**config.mk**
```make
export PLATFORM = sky130hd
export DESIGN_NAME = i2c_req_arbiter
export DESIGN_NICKNAME = d
export VERILOG_FILES = /design/src/rtl/i2c_req_arbiter.sv
export SDC_FILE = /design/constraint.sdc
export NUM_CORES = 1
export LEC_CHECK = 0
export ABC_AREA = 1
export BUFFER_PORTS_ARGS = -buffer_cell sky130_fd_sc_hd__buf_2
export CAP_MARGIN = 20
export CORE_MARGIN = 3
export CORE_UTILIZATION = 58
export CTS_BUF_LIST = sky130_fd_sc_hd__clkbuf_4
export DETAILED_ROUTE_END_ITERATION = 10
export GPL_ROUTABILITY_DRIVEN = 0
export PLACE_DENSITY_LB_ADDON = 0.1
export SETUP_SLACK_MARGIN = 0.5
export SYNTH_ARGS = -nofsm -noshare
export SYNTH_HDL_FRONTEND = slang
export SYNTH_SLANG_ARGS = --single-unit
```
**constraint.sdc**
```tcl
create_clock -name clk -period 4.35 [get_ports clk]
set_clock_uncertainty 0.05 [all_clocks]
set_input_delay 1.0875 -clock clk [delete_from_list [all_inputs] [get_ports clk]]
set_output_delay 1.0875 -clock clk [all_outputs]
set_load 0.01 [all_outputs]
```
**src/rtl/i2c_req_arbiter.sv**
```systemverilog
// Two-requester round-robin front end for a single I2C master engine.
// It latches the winning command, runs the start/busy/done handshake, returns status and aborts stalled transfers.
module i2c_req_arbiter #(
  parameter logic [15:0] TIMEOUT_CYCLES = 16'hFFFF
) (
  input  logic       clk,
  input  logic       rst,
  input  logic       req0_valid,
  input  logic       req0_rw,
  input  logic [6:0] req0_addr,
  input  logic [7:0] req0_wdata,
  output logic       req0_ready,
  output logic       req0_done,
  output logic [7:0] req0_rdata,
  output logic       req0_nack,
  input  logic       req1_valid,
  input  logic       req1_rw,
  input  logic [6:0] req1_addr,
  input  logic [7:0] req1_wdata,
  output logic       req1_ready,
  output logic       req1_done,
  output logic [7:0] req1_rdata,
  output logic       req1_nack,
  output logic       m_start,
  output logic       m_rw,
  output logic [6:0] m_addr,
  output logic [7:0] m_wdata,
  input  logic       m_busy,
  input  logic       m_done,
  input  logic       m_ack,
  input  logic [7:0] m_rdata,
  output logic       err_timeout
);

  localparam logic [15:0] LP_LAST_CNT = TIMEOUT_CYCLES - 16'd1;

  typedef enum logic [1:0] {
    S_IDLE,
    S_ISSUE,
    S_WAIT_DONE,
    S_RESP
  } state_t;

  state_t          r_state;
  logic            r_owner;
  logic            r_last;
  logic [15:0]     r_cnt;
  logic            r_start;
  logic            r_rw;
  logic [6:0]      r_addr;
  logic [7:0]      r_wdata;
  logic [1:0]      r_ready;
  logic [1:0]      r_done;
  logic [1:0][7:0] r_rdata;
  logic [1:0]      r_nack;
  logic            r_err;

  logic w_any;
  logic w_grant1;
  logic w_timeout;

  assign w_any     = req0_valid | req1_valid;
  // On a tie the requester that did not win last time gets the grant.
  assign w_grant1  = (req0_valid & req1_valid) ? ~r_last : req1_valid;
  assign w_timeout = (r_cnt == LP_LAST_CNT);

  always_ff @(posedge clk) begin
    if (rst) begin
      r_state <= S_IDLE;
      r_owner <= 1'b0;
      r_last  <= 1'b1;
      r_cnt   <= '0;
      r_start <= 1'b0;
      r_rw    <= 1'b0;
      r_addr  <= '0;
      r_wdata <= '0;
      r_ready <= '0;
      r_done  <= '0;
      r_rdata <= '0;
      r_nack  <= '0;
      r_err   <= 1'b0;
    end else begin
      r_ready <= '0;
      r_done  <= '0;
      r_err   <= 1'b0;
      unique case (r_state)
        S_IDLE: begin
          if (w_any) begin
            r_owner           <= w_grant1;
            r_last            <= w_grant1;
            r_rw              <= w_grant1 ? req1_rw    : req0_rw;
            r_addr            <= w_grant1 ? req1_addr  : req0_addr;
            r_wdata           <= w_grant1 ? req1_wdata : req0_wdata;
            r_ready[w_grant1] <= 1'b1;
            r_start           <= 1'b1;
            r_cnt             <= '0;
            r_state           <= S_ISSUE;
          end
        end
        S_ISSUE, S_WAIT_DONE: begin
          r_cnt <= r_cnt + 16'd1;
          // A completion arriving on the last allowed cycle beats the abort.
          if (m_done) begin
            r_done[r_owner]  <= 1'b1;
            r_nack[r_owner]  <= ~m_ack;
            r_rdata[r_owner] <= r_rw ? m_rdata : 8'h00;
            r_start          <= 1'b0;
            r_state          <= S_RESP;
          end else if (w_timeout) begin
            r_done[r_owner]  <= 1'b1;
            r_nack[r_owner]  <= 1'b1;
            r_rdata[r_owner] <= 8'h00;
            r_err            <= 1'b1;
            r_start          <= 1'b0;
            r_state          <= S_RESP;
          end else if ((r_state == S_ISSUE) && m_busy) begin
            r_start <= 1'b0;
            r_state <= S_WAIT_DONE;
          end
        end
        S_RESP: begin
          r_state <= S_IDLE;
        end
        default: begin
          r_state <= S_IDLE;
        end
      endcase
    end
  end

  assign req0_ready  = r_ready[0];
  assign req1_ready  = r_ready[1];
  assign req0_done   = r_done[0];
  assign req1_done   = r_done[1];
  assign req0_rdata  = r_rdata[0];
  assign req1_rdata  = r_rdata[1];
  assign req0_nack   = r_nack[0];
  assign req1_nack   = r_nack[1];
  assign m_start     = r_start;
  assign m_rw        = r_rw;
  assign m_addr      = r_addr;
  assign m_wdata     = r_wdata;
  assign err_timeout = r_err;

endmodule

```
### Word level (Yosys, flattened, before mapping)

Cells that the tools add are included.

* bits in registers: 60
* bits in latches: 0
* bits in writable memories: 0
* memory bits (read-only): 0
* memories: 0

* add/sub/neg operators: 1
* multiply operators: 0
* divide/modulo/power cells: 0
* magnitude comparators: 4
* eq/ne operators: 6
* shift-type cells: 0
* multiplexer cells: 32
* bitwise logic cells: 10
* reductions and logical operators: 15

Operator list (count)
* 2-to-1 mux 16 bit: 3
* case mux 16 bit (2 select lines): 1
* 2-to-1 mux 8 bit: 3
* adder 16 x 1 -> 16 bit, second input constant: 1
* AND 16 bit: 1
* bitwise mux 16 bit: 1
* equality test 16 bit, second input constant: 1
* 2-to-1 mux 2 bit: 8
* NOT 16 bit: 1
* 2-to-1 mux 1 bit: 9
* demux 8 bit (select 1 bit): 1
* AND reduction 2 bit: 4
* 2-to-1 mux 7 bit: 1
* case mux 2 bit (3 select lines): 1
* OR reduction 3 bit: 2
* NOT 1 bit: 5
* equality test 2 bit, second input constant: 2
* < comparator 1 x 2 -> 1 bit, second input constant: 2
* != test 4 bit, second input constant: 1
* nonzero test 2 bit: 2
* OR reduction 2 bit: 2
* logical AND 1 bit: 3
* AND reduction 3 bit: 1
* bitwise mux 2 bit: 1
* other kinds (9): 11

### Depth between registers and ports, before layout

* word-level depth: 8
* gate-level depth with buffers: 12

### Worst setup path after synthesis

Ideal clock, no wire load.

* path type: input -> register
* start point: in req0_valid
* end point: reg r_cnt[5]
* setup time: 115 ps
* arrival: 1882 ps
* required time: 4185 ps
* path slack: 2303 ps
* stages on the path: 8
* buffers on the path: 0
* cell sequence: inv_1 a21oi_2 nor2_2 nor2_2 inv_2 o21ai_0 inv_1 o21a_1

* longest elaborated chain between the ends: 3

RTL lines
* from (decl): RTL line 8 `input logic req0_valid,`
* OR 1 bit: RTL line 62 `assign w_any = req0_valid | req1_valid;`
* != test 2 bit (no source line)
* AND reduction 2 bit (no source line)
* to (signal assigned): RTL line 101 `r_cnt <= r_cnt + 16'd1;`
* to (decl): RTL line 47 `logic [15:0] r_cnt;`

No other way between the ends.
A chain may end at the register's enable or synchronous reset.

### Worst setup path after layout

* start point: reg r_state[1]
* end point: reg r_cnt[15]

* longest elaborated chain between the ends: 4
* elaborated cells on any way between the ends: 8
* classes of those cells: eq/ne: 3; mux: 1; reduce/logical: 4

RTL lines
* from (decl): RTL line 44 `state_t r_state;`
* from (signal assigned): RTL line 69 `r_state <= S_IDLE;`
* from (signal assigned): RTL line 97 `r_state <= S_ISSUE;`
* from (signal assigned): RTL line 108 `r_state <= S_RESP;`
* equality test 2 x 1 -> 1 bit / equality test 2 bit (equally long branches): RTL line 86 `unique case (r_state)`
* OR reduction 2 bit: RTL line 86
* nonzero test 2 bit (no source line)
* AND reduction 2 bit (no source line)

Several ways; a longest one is shown, not always the timed one.

==> out/results.txt <==
row count = 26
post-detailed-route count of antenna-violating nets = 0
quantity of I/O buffers inserted on ports = 86
H-Tree Depth = 3
layout net count = 594
cell count after synthesis = 462
Setup crit end kind = flip-flop
leading cell type in the layout, fill and taps excluded = sky130_fd_sc_hd__nand2_1
classification of the worst-slack hold path = flip-flop to flip-flop
number of distinct library cells after synthesis = 33
final instance count without filler cells = 615
largest net degree at the start of global routing = 27
portion of the post-synthesis area used by sequential elements = 0.387
number of maximum-capacitance constraint violations = 0
power density relative to cell area = 540 nW/µm²
data arrival time of the critical path = 2.73 ns
Relative slew margins = 0.363
number of cells in the design after placement = 600
number of hold violations in the final report = 0
number of buffers added by the clock tree synthesis step = 9
Vias per Instance = 5.04
minimum clock period after layout = 2.48 ns
I/O pin count = 87
diode count = 0
GRT overflow = 0
die area = 6270 µm²
met3 track demand over resource in global routing = 0.0533
source of the critical timing path = r_state[1]$_SDFFE_PP0P_
ys flop type = sky130_fd_sc_hd__dfxtp_1
Yosys Warn Count = 0
cell chain of the critical path = inv_1 > ha_1 > inv_2 > nand2_2 > nand2_2 > nor2_4 > nand2_2 > nor2_2 > nand3_1 > nand2_1 > nor2_1
clock latency at the later pin of the worst-skew pair = 0.39 ns
total non-filler cell area in the finished layout = 3610 µm²
max-slew violation count = 0
category of the critical setup timing path = flip-flop to flip-flop
DRC violations left = 0
number of antenna violations at the first check in global routing = 0
slowest cell on the critical path = sky130_fd_sc_hd__ha_1
slowest stage delay, CP = 0.92 ns
Hold Startpoint = r_nack[0]$_SDFFE_PP0P_
final clock period utilization by the worst path = 0.571
data required time of the worst path = 4.59 ns
M1 GR Usage = 0.325
Starting DRT DRC Count = 183
number of global-route vias before repair = 2949
post-CTS setup buffer count = 0
most frequent cells in the layout = sky130_fd_sc_hd__nand2_1 (120), sky130_fd_sc_hd__buf_2 (86), sky130_fd_sc_hd__nor2_1 (72), sky130_fd_sc_hd__dfxtp_1 (60), sky130_fd_sc_hd__inv_1 (53)
fillcell total = 499
Syn Std Cell Area = 3110 µm²
synthesized netlist net count = 515
placeable core region = 5140 µm²
clock tree from TritonCTS = built
CTS max path bufs = 2
average routed wire per standard cell = 11.5 µm
post_cts resized = 0
routed via count = 3098
critical path's most frequent cell = sky130_fd_sc_hd__nand2_2
first-pass GRT wire length = 12.4 mm
clock transition at the registers of the reported paths = 0.10 ns
cell class contributing the biggest share of worst-path delay = adder cells
GRT Total Usage = 0.246
transition at the pin with the smallest max-transition slack = 0.956 ns
y dimension of the die = 79.2 µm
post-layout total power = 0.00195 W
post-route setup TNS = 0 ns
root buf cell = sky130_fd_sc_hd__clkbuf_4
startpoint type of the worst setup path = flip-flop
Synth async-reset ratio = 0
Mean Syn Cell Area = 6.72 µm²
sum of routed wire length over all layers = 7.09 mm
half-perimeter wire length after detailed placement = 5.23 mm
number of enable-type register cells in the synthesized netlist = 0
effective utilization at floorplan = 0.604
maximum vdd ir drop = 0.302 mV
FF-to-FF Start = r_state[1]$_SDFFE_PP0P_
WP buf/inv = 2
most congested layer reported by global routing = met2
Leak = 1.76 nW
biggest fanout along the worst timing path = 26
number of buffers inserted by hold repair at cts = 0
fraction of final layout cells with drive strength greater than 1 = 0.240
width of the die = 79.2 µm
met2 layer usage reported by global route = 0.365
upper clock frequency limit = 403 MHz
area post-placement = 3510 µm²
Layout Area Growth over Synthesis = 16.2%
clock sink count = 60
FF+latch count, synth = 60
setup repair after global routing missed its margin = false
Final setup violation count = 0
run status = finished clean
TritonRoute pass-1 iters = 4
## layer usage
layer,vias to the layer above,share of wire
li1,1613,-
met1,1365,0.47
met2,103,0.44
met3,17,0.062
met4,0,0.025
met5,-,0
## synthesized netlist by cell type, types with 2 or more instances
cell                       count  area share
sky130_fd_sc_hd__nor2_4        4       0.014
sky130_fd_sc_hd__a21oi_1      15       0.024
sky130_fd_sc_hd__nor3_1       12       0.019
sky130_fd_sc_hd__xor2_1        2      0.0056
sky130_fd_sc_hd__o21ai_0      13       0.021
sky130_fd_sc_hd__buf_1         3      0.0036
sky130_fd_sc_hd__nor2_2        4      0.0081
sky130_fd_sc_hd__nand4_1      19       0.038
sky130_fd_sc_hd__inv_1        53       0.064
sky130_fd_sc_hd__ha_1          6       0.024
sky130_fd_sc_hd__nand2_2       7       0.014
sky130_fd_sc_hd__nor2_1       72       0.087
sky130_fd_sc_hd__nand3_1      26       0.042
sky130_fd_sc_hd__clkbuf_1      3      0.0036
sky130_fd_sc_hd__dfxtp_1      60        0.39
sky130_fd_sc_hd__buf_4         4      0.0097
sky130_fd_sc_hd__nand2_1     120        0.14
sky130_fd_sc_hd__nand3_4       2       0.011
sky130_fd_sc_hd__a31oi_1       8       0.016
sky130_fd_sc_hd__inv_2        11       0.013
sky130_fd_sc_hd__buf_2         6      0.0097
## worst register-to-register path, stage by stage (launching register included)
cell and delay (ns):
sky130_fd_sc_hd__dfxtp_1 0.37, sky130_fd_sc_hd__inv_1 0.09, sky130_fd_sc_hd__ha_1 0.92, sky130_fd_sc_hd__inv_2 0.15, sky130_fd_sc_hd__nand2_2 0.12, sky130_fd_sc_hd__nand2_2 0.11, sky130_fd_sc_hd__nor2_4 0.13, sky130_fd_sc_hd__nand2_2 0.08
sky130_fd_sc_hd__nor2_2 0.16, sky130_fd_sc_hd__nand3_1 0.10, sky130_fd_sc_hd__nand2_1 0.07, sky130_fd_sc_hd__nor2_1 0.04
## worst paths after layout
kind                                  to  slack, ns  depth (start not counted)
hold reg to reg   r_nack[0]$_SDFFE_PP0P_       0.40                          2
setup / recovery  r_cnt[15]$_SDFFE_PP0P_       1.87                         11
hold / removal    r_nack[0]$_SDFFE_PP0P_       0.40                          2
setup reg to reg  r_cnt[15]$_SDFFE_PP0P_       1.87                         11
## state kept, by name, indices dropped and copies added (netlist names)
| signal | cells |
|---|---|
| r_state | 2 |
| r_done | 2 |
| err_timeout | 1 |
| r_cnt | 16 |
| r_ready | 2 |
| req1_rdata | 8 |
| r_nack | 2 |
| m_wdata | 8 |
| m_rw | 1 |
| r_last | 1 |
| m_start | 1 |
| m_addr | 7 |
| r_owner | 1 |
| req0_rdata | 8 |
## stage by stage
stage	worst slack (ns)	hold WS (ns)	util
4_1_cts	1.86	0.408	0.703
5_1_grt	1.62	0.435	0.703
6_report	1.87	0.403	0.703
2_1_floorplan	2.30	0.391	-
3_3_place_gp	1.79	0.386	0.683
3_5_place_dp	1.73	0.390	0.683
## layout make-up
cell class / count / area [µm²] / share of cell area
multi-input cells: 319 / 1550 / 0.429
flip-flops and latches: 60 / 1200 / 0.333
repair buffers: 86 / 430 / 0.119
inverters: 65 / 244 / 0.0676
well taps: 70 / 87.6 / 0.0243
clock buffers: 11 / 82.6 / 0.0229
clock inverters: 4 / 17.5 / 0.00485
## power by group
part           switching (W)  internal (W)  leakage (nW)
sequential         0.0000813      0.000677         0.490
clock               0.000188      0.000122        0.0616
combinational       0.000579      0.000303          1.21
total               0.000848       0.00110          1.76
## cells by family (layout without fill, tap and decap cells)
group | Yosys count | count (layout) | synth area share
AOI/OAI and AO/OA | 39 | 39 | 0.0689
xor gates and xnor gates | 3 | 3 | 0.00846
adders and majority gates | 6 | 6 | 0.0242
buffers and inverters | 83 | 166 | 0.115
DFF | 60 | 60 | 0.387
and+or+nand+nor | 271 | 271 | 0.397
No activity file was read; power rests on OpenSTA's default activity.
